==> src/rtl/mc_controller.sv <==
// mc_controller: multicycle MIPS main control FSM (fetch/decode/execute sequencing).
// Rev 1.0
`default_nettype none

module mc_controller (
  input  logic       clk,
  input  logic       reset,
  input  logic [5:0] op,
  input  logic       zero,
  output logic [1:0] aluop,
  output logic       alusrca,
  output logic [1:0] alusrcb,
  output logic [1:0] pcsrc,
  output logic       iord,
  output logic       irwrite,
  output logic       memwrite,
  output logic       regwrite,
  output logic       regdst,
  output logic       memtoreg,
  output logic       pcen,
  output logic [3:0] state
);

  typedef enum logic [3:0] {
    FETCH   = 4'd0,
    DECODE  = 4'd1,
    MEMADR  = 4'd2,
    MEMRD   = 4'd3,
    MEMWB   = 4'd4,
    MEMWR   = 4'd5,
    RTYPEEX = 4'd6,
    RTYPEWB = 4'd7,
    BEQEX   = 4'd8,
    ADDIEX  = 4'd9,
    ADDIWB  = 4'd10,
    JEX     = 4'd11
  } state_t;

  localparam logic [5:0] OP_LW   = 6'b100011;
  localparam logic [5:0] OP_SW   = 6'b101011;
  localparam logic [5:0] OP_RTYP = 6'b000000;
  localparam logic [5:0] OP_BEQ  = 6'b000100;
  localparam logic [5:0] OP_ADDI = 6'b001000;
  localparam logic [5:0] OP_J    = 6'b000010;

  typedef struct packed {
    logic [1:0] aluop;
    logic       alusrca;
    logic [1:0] alusrcb;
    logic [1:0] pcsrc;
    logic       iord;
    logic       irwrite;
    logic       memwrite;
    logic       regwrite;
    logic       regdst;
    logic       memtoreg;
    logic       pcwrite;
    logic       branch;
  } ctrl_t;

  function automatic ctrl_t decode(input state_t s);
    ctrl_t c;
    c = '0;
    case (s)
      FETCH: begin
        c.alusrcb = 2'b01;
        c.irwrite = 1'b1;
        c.pcwrite = 1'b1;
      end
      DECODE:  c.alusrcb = 2'b11;
      MEMADR: begin
        c.alusrca = 1'b1;
        c.alusrcb = 2'b10;
      end
      MEMRD:   c.iord = 1'b1;
      MEMWB: begin
        c.memtoreg = 1'b1;
        c.regwrite = 1'b1;
      end
      MEMWR: begin
        c.iord     = 1'b1;
        c.memwrite = 1'b1;
      end
      RTYPEEX: begin
        c.alusrca = 1'b1;
        c.aluop   = 2'b10;
      end
      RTYPEWB: begin
        c.regdst   = 1'b1;
        c.regwrite = 1'b1;
      end
      BEQEX: begin
        c.alusrca = 1'b1;
        c.aluop   = 2'b01;
        c.pcsrc   = 2'b01;
        c.branch  = 1'b1;
      end
      ADDIEX: begin
        c.alusrca = 1'b1;
        c.alusrcb = 2'b10;
      end
      ADDIWB:  c.regwrite = 1'b1;
      JEX: begin
        c.pcsrc   = 2'b10;
        c.pcwrite = 1'b1;
      end
      default: c = '0;
    endcase
    return c;
  endfunction

  state_t state_q, state_d;
  ctrl_t  ctrl_q, ctrl_d;

  always_comb begin
    state_d = FETCH;
    case (state_q)
      FETCH:  state_d = DECODE;
      DECODE: begin
        case (op)
          OP_LW, OP_SW: state_d = MEMADR;
          OP_RTYP:      state_d = RTYPEEX;
          OP_BEQ:       state_d = BEQEX;
          OP_ADDI:      state_d = ADDIEX;
          OP_J:         state_d = JEX;
          default:      state_d = FETCH;
        endcase
      end
      MEMADR:  state_d = (op == OP_SW) ? MEMWR : MEMRD;
      MEMRD:   state_d = MEMWB;
      RTYPEEX: state_d = RTYPEWB;
      ADDIEX:  state_d = ADDIWB;
      default: state_d = FETCH;
    endcase
  end

  // Outputs are decoded from the next state so they are registered yet still Moore.
  always_comb begin
    ctrl_d = decode(state_d);
  end

  always_ff @(posedge clk or posedge reset) begin
    if (reset) begin
      state_q <= FETCH;
      ctrl_q  <= decode(FETCH);
    end else begin
      state_q <= state_d;
      ctrl_q  <= ctrl_d;
    end
  end

  assign aluop    = ctrl_q.aluop;
  assign alusrca  = ctrl_q.alusrca;
  assign alusrcb  = ctrl_q.alusrcb;
  assign pcsrc    = ctrl_q.pcsrc;
  assign iord     = ctrl_q.iord;
  assign regdst   = ctrl_q.regdst;
  assign memtoreg = ctrl_q.memtoreg;
  assign state    = state_q;

  // Strobes are masked by reset so an abort takes effect without a clock edge.
  assign irwrite  = ctrl_q.irwrite  & ~reset;
  assign memwrite = ctrl_q.memwrite & ~reset;
  assign regwrite = ctrl_q.regwrite & ~reset;
  assign pcen     = ~reset & (ctrl_q.pcwrite | (ctrl_q.branch & zero));

endmodule

`default_nettype wire

==> config.mk <==
export PLATFORM = sky130hd
export DESIGN_NAME = mc_controller
export DESIGN_NICKNAME = d
export VERILOG_FILES = /design/src/rtl/mc_controller.sv
export SDC_FILE = /design/constraint.sdc
export NUM_CORES = 1
export LEC_CHECK = 0
export BUFFER_PORTS_ARGS = -buffer_cell sky130_fd_sc_hd__buf_2
export CAP_MARGIN = 15
export CORE_MARGIN = 5
export CORE_UTILIZATION = 43
export DETAILED_ROUTE_END_ITERATION = 16
export HOLD_SLACK_MARGIN = 0.08
export PLACE_DENSITY = 0.69
export SYNTH_ARGS = -nofsm -noshare
export SYNTH_HDL_FRONTEND = slang
export SYNTH_SLANG_ARGS = --single-unit
==> constraint.sdc <==
create_clock -name clk -period 1.65 [get_ports clk]
set_clock_uncertainty 0.15 [all_clocks]
set_input_delay 0.495 -clock clk [delete_from_list [all_inputs] [get_ports clk]]
set_output_delay 0.495 -clock clk [all_outputs]
set_load 0.005 [all_outputs]
==> reports/metrics.yaml, run 1 <==
run_status:
  outcome: "complete, but fails checks"
  violations: "setup timing"
placement:
  dp_slack_ns: -0.361
  gp_congestion: 0.828
  io_buffers: 26
  dp_hpwl_um: 1370
  dp_cells: 139
pwr:
  p_switching_mw: 0.541
  clkPwrFrac_pct: 13.5
  power_frac_seq_pct: 37.9
  power_frac_comb_pct: 48.6
  switching_share_pct: 34.7
  vdd_drop_max_uv: 715
  intPower_mw: 1.02
  p_leak_nw: 0.618
  power.density_mw_per_mm2: 1270
clock_network:
  holdBufCountCts: 0
  cts.sinks: 17
  clk_pin_slew_ns: 0.10
  ctsHtreeMaxLevel: 1
  cts_made_buffers: 3
  cts_tree: "built"
  cts_buffer_depth: 2
  clock_latency_ns: 0.28
  cts-root-buf: "clkbuf_4"
finish:
  antenna_cells: 0
  regArea_um2: 430
  drive_gt1_share_pct: 57.6
  fill_cells: 158
  multi_input_area_um2: 417
  num-nets-final: 128
  syn_to_final_growth_pct: 47.1
  final_core_utilization_pct: 64.5
  finalNonFillerCells: 145
worst_setup_path:
  cp.required_ns: 1.00
  startpoint_type: "flip-flop"
  r2r_slack_ns: 0.02
  r2r_cells: 5
  cp-end-kind: "primary output"
  rr_startpoint: "state[3]"
  critical_path_class: "reg2out"
  r2r-end: "ctrl_q[1]"
  arrival_ns: 1.05
  crit_fanout: 1
detailed_routing:
  routedWlPerCell_um: 13.0
  routed_via_density: 5.04
  drtPass1Iterations: 4
  drtIter0Drc: 20
  drt-total-wl_um: 1890
  drtAntennaViolNets: 0
  routed-via-count: 731
  drc: 0
global_route:
  grt_pass1_wl_um: 2990
  antenna_found_initial: 0
  grt_max_degree: 18
  grt.overflow.total: 0
  first_global_vias: 679
  track_usage_pct: 13.8
timing:
  min_period_over_period_pct: 102
  hold_violations: 0
  slew_headroom_pct: 74.5
  worst_pin_slew_ns: 0.379
  fmax_mhz: 592
  tns_ns: -0.0427
  period_minus_slack_ns: 1.69
  rsz0062_at_grt: "true"
  finalSetupViolCount: 2
  fin_hold_ws_ns: 0.0988
  fin_ws_ns: -0.0403
  slew_violations: 0
yosys:
  synth_cell_types: 35
  ys.flop_type: "dfrtp_1"
  yosysWarningCount: 0
  synth_edf_count: 0
  ys_seq_elements: 17
  syn_area_um2: 835
  synthTopCellsByCount: "dfrtp_1 (14), buf_4 (6), nor2_1 (6), nor3_1 (5)"
  async_reset_ff_share_pct: 100
  synth.area.top_cells: "dfrtp_1 (42%), dfstp_2 (9.4%), buf_4 (5.4%)"
  syn-instance-count: 79
  synth_top_cell_area_share_pct: 42.0
  synth_largest_area_cell: "dfrtp_1"
  synth_seq_area_share_pct: 51.4
  syn_nets: 88
  yosysMostFrequentCell: "dfrtp_1"
  syn_area_per_cell_um2: 10.6
floorplan:
  rows: 16
  initial_core_util_pct: 43.9
  die_w_um: 54.1
  coreArea_mm2: 0.00190
  die_area_mm2: 0.00292
  ioPinCount: 27
  dieHeight_um: 54.1
run:
  cap_violations: 0
worst_hold_path:
  hp-class: "in2async"
==> power by group through the flow <==
stage	Sequential, mW	Clock, mW	Combinational (mW)
6_report	0.592	0.211	0.758
5_1_grt	0.605	0.236	0.830
4_1_cts	0.584	0.218	0.634
3_5_place_dp	0.592	0	0.623
3_3_place_gp	0.590	0	0.615
2_1_floorplan	0.588	0	0.367
==> worst max path at each step <==
stage                     cells after the start  slack [ns]          to      start
after floorplan                               5       -0.12  alusrcb[1]      op[2]
after global placement                        6       -0.35  alusrcb[1]      op[3]
after detailed placement                      6       -0.36  alusrcb[1]      op[3]
after CTS                                     3       -0.04        pcen  ctrl_q[1]
after global routing                          3       -0.11        pcen  ctrl_q[1]
final                                         3       -0.04        pcen  ctrl_q[1]
==> kinds of logic after synthesis <==
group,after synthesis,synth area share (%)
simple gates,32,23.8
flops,17,51.4
buf+inv,15,9.74
compound gates,13,12.9
xor+xnor,2,2.10
==> final cells by class <==
cell class,count,area share (%)
Sequential cell,17,35.1
Tap cell,27,2.75
Clock buffer,3,1.83
Inverter,6,1.83
Timing Repair Buffer,44,24.2
Multi-Input combinational cell,47,33.9
Clock inverter,1,0.408
==> stage by stage <==
step | power, mW | cell area, um^2
after floorplan | 0.955 | 841
after global placement | 1.20 | 1080
after detailed placement | 1.22 | 1080
after CTS | 1.44 | 1120
after global routing | 1.67 | 1230
final | 1.56 | 1230
==> what timing repair did <==
action	in CTS	in global routing
resized for setup	3	20
pin swaps	1	4
setup buffers	0	2
hold endpoints to repair	0	0
setup endpoints to repair	7	9
==> layer usage <==
layer / global-route usage (%) / part of all wire, %
met4: 4.98 / 0
met2: 24.2 / 56
met5: 0 / 0
met3: 0.831 / 4.9
met1: 17.7 / 39
==> placed cells by master (no fill, tap or decap), drive strengths merged, types with 2 or more instances in the layout <==
cell / n
o21bai: 2
dfstp: 3
nand3: 3
dfrtp: 14
xnor2: 2
nor3: 5
o31ai: 3
a21oi: 2
nand2: 3
and4: 2
clkbuf: 3
o211ai: 2
buf: 44
clkinv: 3
inv: 4
nor2b: 3
nor2: 6
nand2b: 2
==> flip-flops by register name, indices dropped and copies added, names as in the netlist <==
register,flops
pcsrc,2
regdst,1
ctrl_q,4
state,4
aluop,1
alusrcb,2
memtoreg,1
iord,1
alusrca,1
==> worst max-delay path, stage by stage, from the launching register on <==
cell,delay [ns]
dfstp_2,0.54
a21oi_2,0.03
nor2_1,0.08
buf_2,0.11
Note: power is estimated with default switching activity, not from simulation.
==> run 2, diff against run 1 <==
--- a/config.mk
+++ b/config.mk
@@ -5,13 +5,15 @@
 export SDC_FILE = /design/constraint.sdc
 export NUM_CORES = 1
 export LEC_CHECK = 0
+export ABC_AREA = 1
 export BUFFER_PORTS_ARGS = -buffer_cell sky130_fd_sc_hd__buf_2
 export CAP_MARGIN = 15
 export CORE_MARGIN = 5
-export CORE_UTILIZATION = 43
+export CORE_UTILIZATION = 45
+export CTS_CLUSTER_SIZE = 8
 export DETAILED_ROUTE_END_ITERATION = 16
 export HOLD_SLACK_MARGIN = 0.08
-export PLACE_DENSITY = 0.69
+export PLACE_DENSITY = 0.7
 export SYNTH_ARGS = -nofsm -noshare
 export SYNTH_HDL_FRONTEND = slang
 export SYNTH_SLANG_ARGS = --single-unit
==> reports/metrics.yaml, run 2 <==
clock_network:
  post_cts_buffers: 0  # unchanged
  clk_pin_slew_ns: 0.10  # about the same
  cts_made_buffers: 3  # unchanged
  clock_latency_ns: 0.29  # was 0.28 ns
  cts_tree: "built"  # unchanged
  cts_buffer_depth: 2  # unchanged
  cts-root-buf: "clkbuf_4"  # unchanged
  cts.sinks: 17  # unchanged
  ctsHtreeMaxLevel: 1  # unchanged
timing:
  finalSetupViolCount: 2  # unchanged
  fmax_mhz: 593  # was 592 MHz
  hold_violations: 0  # unchanged
  fin_hold_ws_ns: 0.437  # was 0.0988 ns
  slew_headroom_pct: 85.4  # was 74.5%
  fin_ws_ns: -0.0352  # was -0.0403 ns
  min_period_over_period_pct: 102  # about the same
  rsz0062_at_grt: "true"  # unchanged
  slew_violations: 0  # unchanged
  period_minus_slack_ns: 1.69  # about the same
  worst_pin_slew_ns: 0.218  # was 0.379 ns
floorplan:
  die_area_mm2: 0.00319  # was 0.00292 mm^2
  ioPinCount: 27  # unchanged
  coreArea_mm2: 0.00200  # was 0.00190 mm^2
  rows: 16  # unchanged
  dieHeight_um: 56.5  # was 54.1 um
  initial_core_util_pct: 48.6  # was 43.9%
  die_w_um: 56.5  # was 54.1 um
worst_hold_path:
  hp-class: "in2reg"  # was in2async
yosys:
  synth_seq_area_share_pct: 44.1  # was 51.4%
  synth.area.top_cells: "dfrtp_1 (36%), dfstp_2 (8.1%), nor2_1 (7.7%)"  # was dfrtp_1 (42%), dfstp_2 (9.4%), buf_4 (5.4%)
  synth_simple_gate_area_share_pct: 36.9  # was 23.8%
  synth-compound-area-share_pct: 6.95  # was 12.9%
  ys_seq_elements: 17  # unchanged
  async_reset_ff_share_pct: 100  # unchanged
  syn-instance-count: 117  # was 79
  muxShareOfSynthArea_pct: 0  # unchanged
  synth_top_cell_area_share_pct: 36.0  # was 42.0%
  syn_area_per_cell_um2: 8.31  # was 10.6 um^2
  synth_edf_count: 0  # unchanged
  synthTopCellsByCount: "nor2_1 (20), nand2_1 (17), dfrtp_1 (14), inv_1 (13), nor2_2 (8)"  # was dfrtp_1 (14), buf_4 (6), nor2_1 (6), nor3_1 (5)
  synth_top_family_by_area: "simple AND/OR/NAND/NOR gates"  # unchanged
  ys.flop_type: "dfrtp_1"  # unchanged
  syn_nets: 126  # was 88
  synth_largest_area_cell: "dfrtp_1"  # unchanged
  yosysWarningCount: 0  # unchanged
  synthAdderAreaFrac_pct: 0  # unchanged
  synthXorXnorAreaFrac_pct: 0  # was 2.10%
  synth_cell_types: 20  # was 35
  syn_area_um2: 972  # was 835 um^2
  yosysMostFrequentCell: "nor2_1"  # was dfrtp_1
detailed_routing:
  drc: 0  # unchanged
  drt-total-wl_um: 2010  # was 1890 um
  routed_via_density: 4.77  # was 5.04
  routed-via-count: 830  # was 731
  drtIter0Drc: 18  # was 20
  routedWlPerCell_um: 11.6  # was 13.0 um
  drtPass1Iterations: 6  # was 4
  drtAntennaViolNets: 0  # unchanged
finish:
  final_common_cell: "buf_2"  # unchanged
  final_core_utilization_pct: 59.9  # was 64.5%
  drive_gt1_share_pct: 53.1  # was 57.6%
  syn_to_final_growth_pct: 23.3  # was 47.1%
  antenna_cells: 0  # unchanged
  fill_cells: 192  # was 158
  layout_common_cells: "buf_2 (26), nor2_1 (18), nand2_1 (17)"  # was buf_2 (23), buf_4 (17), dfrtp_1 (13)
  final_area_mm2: 0.00120  # was 0.00123 mm^2
  num-nets-final: 157  # was 128
global_route:
  track_usage_pct: 13.9  # was 13.8%
  first_global_vias: 832  # was 679
  grt_pass1_wl_um: 3510  # was 2990 um
  antenna_found_initial: 0  # unchanged
  grt_max_degree: 18  # unchanged
  grt.overflow.total: 0  # unchanged
run_status:
  violations: "setup timing"  # unchanged
  outcome: "complete, but fails checks"  # unchanged
worst_setup_path:
  crit_fanout: 1  # unchanged
  startpoint_type: "flip-flop"  # unchanged
  cp.required_ns: 1.00  # about the same
  cp_top_family: "flip-flops"  # unchanged
  arrival_ns: 1.04  # was 1.05 ns
  cp-end-kind: "primary output"  # unchanged
  critPathSlowestCell: "dfstp_2"  # unchanged
  cp_num_buf_inv: 1  # unchanged
  critical_path_class: "reg2out"  # unchanged
  worstPathCellList: "a21oi_2 -> nor2_1 -> buf_2"  # unchanged
  slowest_delay_ns: 0.54  # about the same
pwr:
  p_leak_nw: 0.691  # was 0.618 nW
  vdd_drop_max_uv: 840  # was 715 uV
  power.density_mw_per_mm2: 1360  # was 1270 mW/mm^2
placement:
  dpl-instance-area_mm2: 0.00113  # was 0.00108 mm^2
  gp_congestion: 0.869  # was 0.828
  io_buffers: 26  # unchanged
  dp_slack_ns: -0.156  # was -0.361 ns
  dp_hpwl_um: 1630  # was 1370 um
run:
  cap_violations: 0  # unchanged
-- run 2: layer usage --
metal | GRT usage (%) | up-vias | part of all wire, %
met4 | 8.47 | 0 | 1.9
met2 | 21.1 | 33 | 48
met1 | 16.7 | 381 | 43
met5 | 0 | - | 0
met3 | 4.59 | 6 | 7.7
li1 | - | 410 | -
-- run 2: what timing repair did --
item | in CTS | in global routing
setup endpoints to repair | 2 | 8
hold buffers | 1 | 0
gates cloned | 0 | 0
resized for setup | 0 | 12
endpoints found under the hold margin | 14 | 0
pin swaps | 0 | 3
-- run 2: area by class of cell --
class / count / area [um^2] / share of cell area [%]
inverters: 19 / 71.3 / 5.95
clock inverters: 1 / 5.00 / 0.418
multi-input cells: 75 / 454 / 37.9
well taps: 27 / 33.8 / 2.82
clock buffers: 3 / 22.5 / 1.88
repair buffers: 32 / 178 / 14.8
flip-flops and latches: 17 / 434 / 36.2
-- run 2: path summary, 6_finish.rpt --
path,startpoint,endpoint,slack (ns),cells past startpoint
worst min-delay path,op[2],ctrl_q[5],0.44,4
min in group asynchronous,reset,state[3],0.63,4
worst max-delay path,ctrl_q[1],pcen,-0.04,3
max in group asynchronous,reset,ctrl_q[1],0.47,4
worst min register to register,state[0],memtoreg,0.50,2
worst max register to register,state[1],alusrca,0.07,10
-- run 2: cell families after synthesis --
logic type,after synthesis
buf+inv,25
flops,17
simple gates,66
compound gates,9
-- run 2: per-stage QoR --
stage	power [mW]	instances	TNS, ns
floorplan	1.13	117	0
global placement	1.33	169	-0.468
detailed placement	1.34	169	-0.654
CTS	1.57	174	-0.0813
global route	1.76	174	-0.219
finish	1.63	174	-0.0517
-- run 2: worst min-delay path, delay by kind of cell --
family	cells	cell delay [ns]
simple gates	3	0.25
buf+inv	1	0.11
-- run 2: power breakdown --
part / internal [mW] / switching [mW]
clock network: 0.0901 / 0.136
registers: 0.549 / 0.0865
logic: 0.312 / 0.459
==> run 3, diff against run 2 <==
--- a/config.mk
+++ b/config.mk
@@ -8,12 +8,13 @@
 export ABC_AREA = 1
 export BUFFER_PORTS_ARGS = -buffer_cell sky130_fd_sc_hd__buf_2
 export CAP_MARGIN = 15
-export CORE_MARGIN = 5
+export CORE_MARGIN = 1.5
 export CORE_UTILIZATION = 45
 export CTS_CLUSTER_SIZE = 8
 export DETAILED_ROUTE_END_ITERATION = 16
 export HOLD_SLACK_MARGIN = 0.08
-export PLACE_DENSITY = 0.7
+export PLACE_DENSITY = 0.67
+export SLEW_MARGIN = 20
 export SYNTH_ARGS = -nofsm -noshare
 export SYNTH_HDL_FRONTEND = slang
 export SYNTH_SLANG_ARGS = --single-unit
==> constraint.sdc (replaced) <==
create_clock -name clk -period 1.7 [get_ports clk]
set_clock_uncertainty 0.15 [all_clocks]
set_input_delay 0.51 -clock clk [delete_from_list [all_inputs] [get_ports clk]]
set_output_delay 0.51 -clock clk [all_outputs]
set_load 0.005 [all_outputs]
==> reports/metrics.yaml, run 3 (synthesized netlist as in run 2, its figures left out) <==
worst_setup_path:
  slowest_delay_ns: 0.52  # was 0.54 ns
  cp.required_ns: 1.04  # was 1.00 ns
  cp-end-kind: "primary output"  # unchanged
  crit_fanout: 1  # unchanged
  startpoint_type: "flip-flop"  # unchanged
  critical_path_class: "reg2out"  # unchanged
  arrival_ns: 1.03  # was 1.04 ns
  critPathSlowestCell: "dfstp_2"  # unchanged
  worstPathCellList: "a21oi_1 -> nor2_1 -> buf_2"  # was a21oi_2 -> nor2_1 -> buf_2
pwr:
  vdd_drop_max_uv: 989  # was 840 uV
  switching_share_pct: 40.4  # was 41.7%
  p_switching_mw: 0.621  # was 0.681 mW
  power_frac_comb_pct: 46.7  # was 47.2%
  power_frac_seq_pct: 39.5  # was 38.9%
  power.density_mw_per_mm2: 1300  # was 1360 mW/mm^2
  intPower_mw: 0.917  # was 0.952 mW
  power.total_mw: 1.54  # was 1.63 mW
  clkPwrFrac_pct: 13.8  # about the same
  p_leak_nw: 0.698  # was 0.691 nW
detailed_routing:
  drtIter0Drc: 20  # was 18
  routed-via-count: 822  # was 830
  drtPass1Iterations: 4  # was 6
  drt-total-wl_um: 1870  # was 2010 um
  routedWlPerCell_um: 10.7  # was 11.6 um
  drc: 0  # unchanged
  drtAntennaViolNets: 0  # unchanged
  routed_via_density: 4.70  # was 4.77
placement:
  dpl-instance-area_mm2: 0.00114  # was 0.00113 mm^2
  dp_cells: 171  # was 169
  io_buffers: 26  # unchanged
  gp_congestion: 0.904  # was 0.869
  dp_hpwl_um: 1530  # was 1630 um
clock_network:
  clk_pin_slew_ns: 0.10  # about the same
  cts_made_buffers: 3  # unchanged
  ctsHtreeMaxLevel: 1  # unchanged
  cts_tree: "built"  # unchanged
  cts_buffer_depth: 2  # unchanged
  holdBufCountCts: 0  # was 1
  clock_latency_ns: 0.29  # about the same
  cts.sinks: 17  # unchanged
  cts-root-buf: "clkbuf_4"  # unchanged
timing:
  rsz0062_at_grt: "true"  # unchanged
  fmax_mhz: 593
  slew_violations: 0  # unchanged
  period_minus_slack_ns: 1.69
  finalSetupViolCount: 0  # was 2
  min_period_over_period_pct: 99.2
  slew_headroom_pct: 80.2  # was 85.4%
  hold_violations: 0  # unchanged
  worst_pin_slew_ns: 0.297  # was 0.218 ns
run:
  cap_violations: 0  # unchanged
finish:
  num-nets-final: 158  # was 157
  antenna_cells: 0  # unchanged
  final_area_mm2: 0.00118  # was 0.00120 mm^2
  layout_common_cells: "buf_2 (26), nor2_1 (20), nand2_1 (17)"  # was buf_2 (26), nor2_1 (18), nand2_1 (17)
  finalNonFillerCells: 175  # was 174
  syn_to_final_growth_pct: 21.8  # was 23.3%
  final_core_utilization_pct: 59.1  # was 59.9%
  drive_gt1_share_pct: 49.3  # was 53.1%
  final_common_cell: "buf_2"  # unchanged
worst_hold_path:
  hp-class: "in2async"  # was in2reg
global_route:
  grt.overflow.total: 0  # unchanged
  met1_usage_pct: 22.7  # was 16.7%
  grt_max_degree: 18  # unchanged
  grt_use_met3_pct: 3.33  # was 4.59%
  first_global_vias: 843  # was 832
  grt_pass1_wl_um: 3480  # was 3510 um
  busiest_layer: "met2"  # unchanged
  track_usage_pct: 18.2  # was 13.9%
  use_met2_pct: 30.4  # was 21.1%
  antenna_found_initial: 0  # unchanged
floorplan:
  initial_core_util_pct: 48.6  # unchanged
  dieHeight_um: 49.5  # was 56.5 um
  rows: 16  # unchanged
  die_area_mm2: 0.00245  # was 0.00319 mm^2
  coreArea_mm2: 0.00200  # unchanged
  die_w_um: 49.5  # was 56.5 um
  ioPinCount: 27  # unchanged
run_status:
  outcome: "finished clean"  # was complete, but fails checks
==> run 3: what timing repair did <==
item | CTS | global route
buffers inserted | 0 | 0
setup endpoints to repair | 1 | 5
hold endpoints to repair | 0 | 0
resized for setup | 0 | 4
gates cloned | 0 | 0
==> run 3: worst paths after layout <==
| check | from | depth (start not counted) | to | slack [ns] |
|---|---|---|---|---|
| hold / removal | reset | 3 | ctrl_q[5] | 0.1 |
| min in group clk | op[2] | 4 | ctrl_q[5] | 0.46 |
| setup reg to reg | state[1] | 9 | alusrca | 0.09 |
| max in group asynchronous | reset | 3 | alusrcb[0] | 1.06 |
| hold reg to reg | state[3] | 2 | ctrl_q[4] | 0.52 |
| setup / recovery | ctrl_q[1] | 3 | pcen | 0.01 |
==> run 3: metrics by stage <==
stage | worst slack [ns] | hold WS, ns | setup TNS, ns
floorplan | 0.0954 | 0.284 | 0
detailed placement | -0.126 | 0.416 | -0.527
CTS | -0.00174 | 0.0954 | -0.00174
global placement | -0.0635 | 0.415 | -0.214
global route | -0.0706 | 0.117 | -0.141
finish | 0.0140 | 0.0967 | 0
==> run 3: power groups by stage <==
stage	Clock (mW)	Sequential, mW	Combinational (mW)
2_1_floorplan	0	0.601	0.492
3_3_place_gp	0	0.607	0.684
3_5_place_dp	0	0.608	0.697
4_1_cts	0.222	0.599	0.702
5_1_grt	0.245	0.617	0.809
6_report	0.213	0.607	0.718
==> run 3: worst max-delay path: cells and delay by family (launching register included) <==
family / cells / cell delay, ns
buffers and inverters: 1 / 0.11
flip-flops: 1 / 0.52
AO/OA/AOI/OAI: 1 / 0.03
AND/OR/NAND/NOR: 1 / 0.07
==> run 3: layer usage <==
metal  vias to the layer above  wire length [um]
li1                        412                 -
met1                       375               854
met2                        29               889
met3                         6                85
met4                         0                36
met5                         -                 0
==> run 3: final cells by class <==
type                    instances  area (um^2)
flip-flops and latches         17          432
clock inverters                 1         5.00
inverters                      19         71.3
multi-input cells              75          437
fillers                       197          818
well taps                      27         33.8
repair buffers                 33          183
clock buffers                   3         22.5
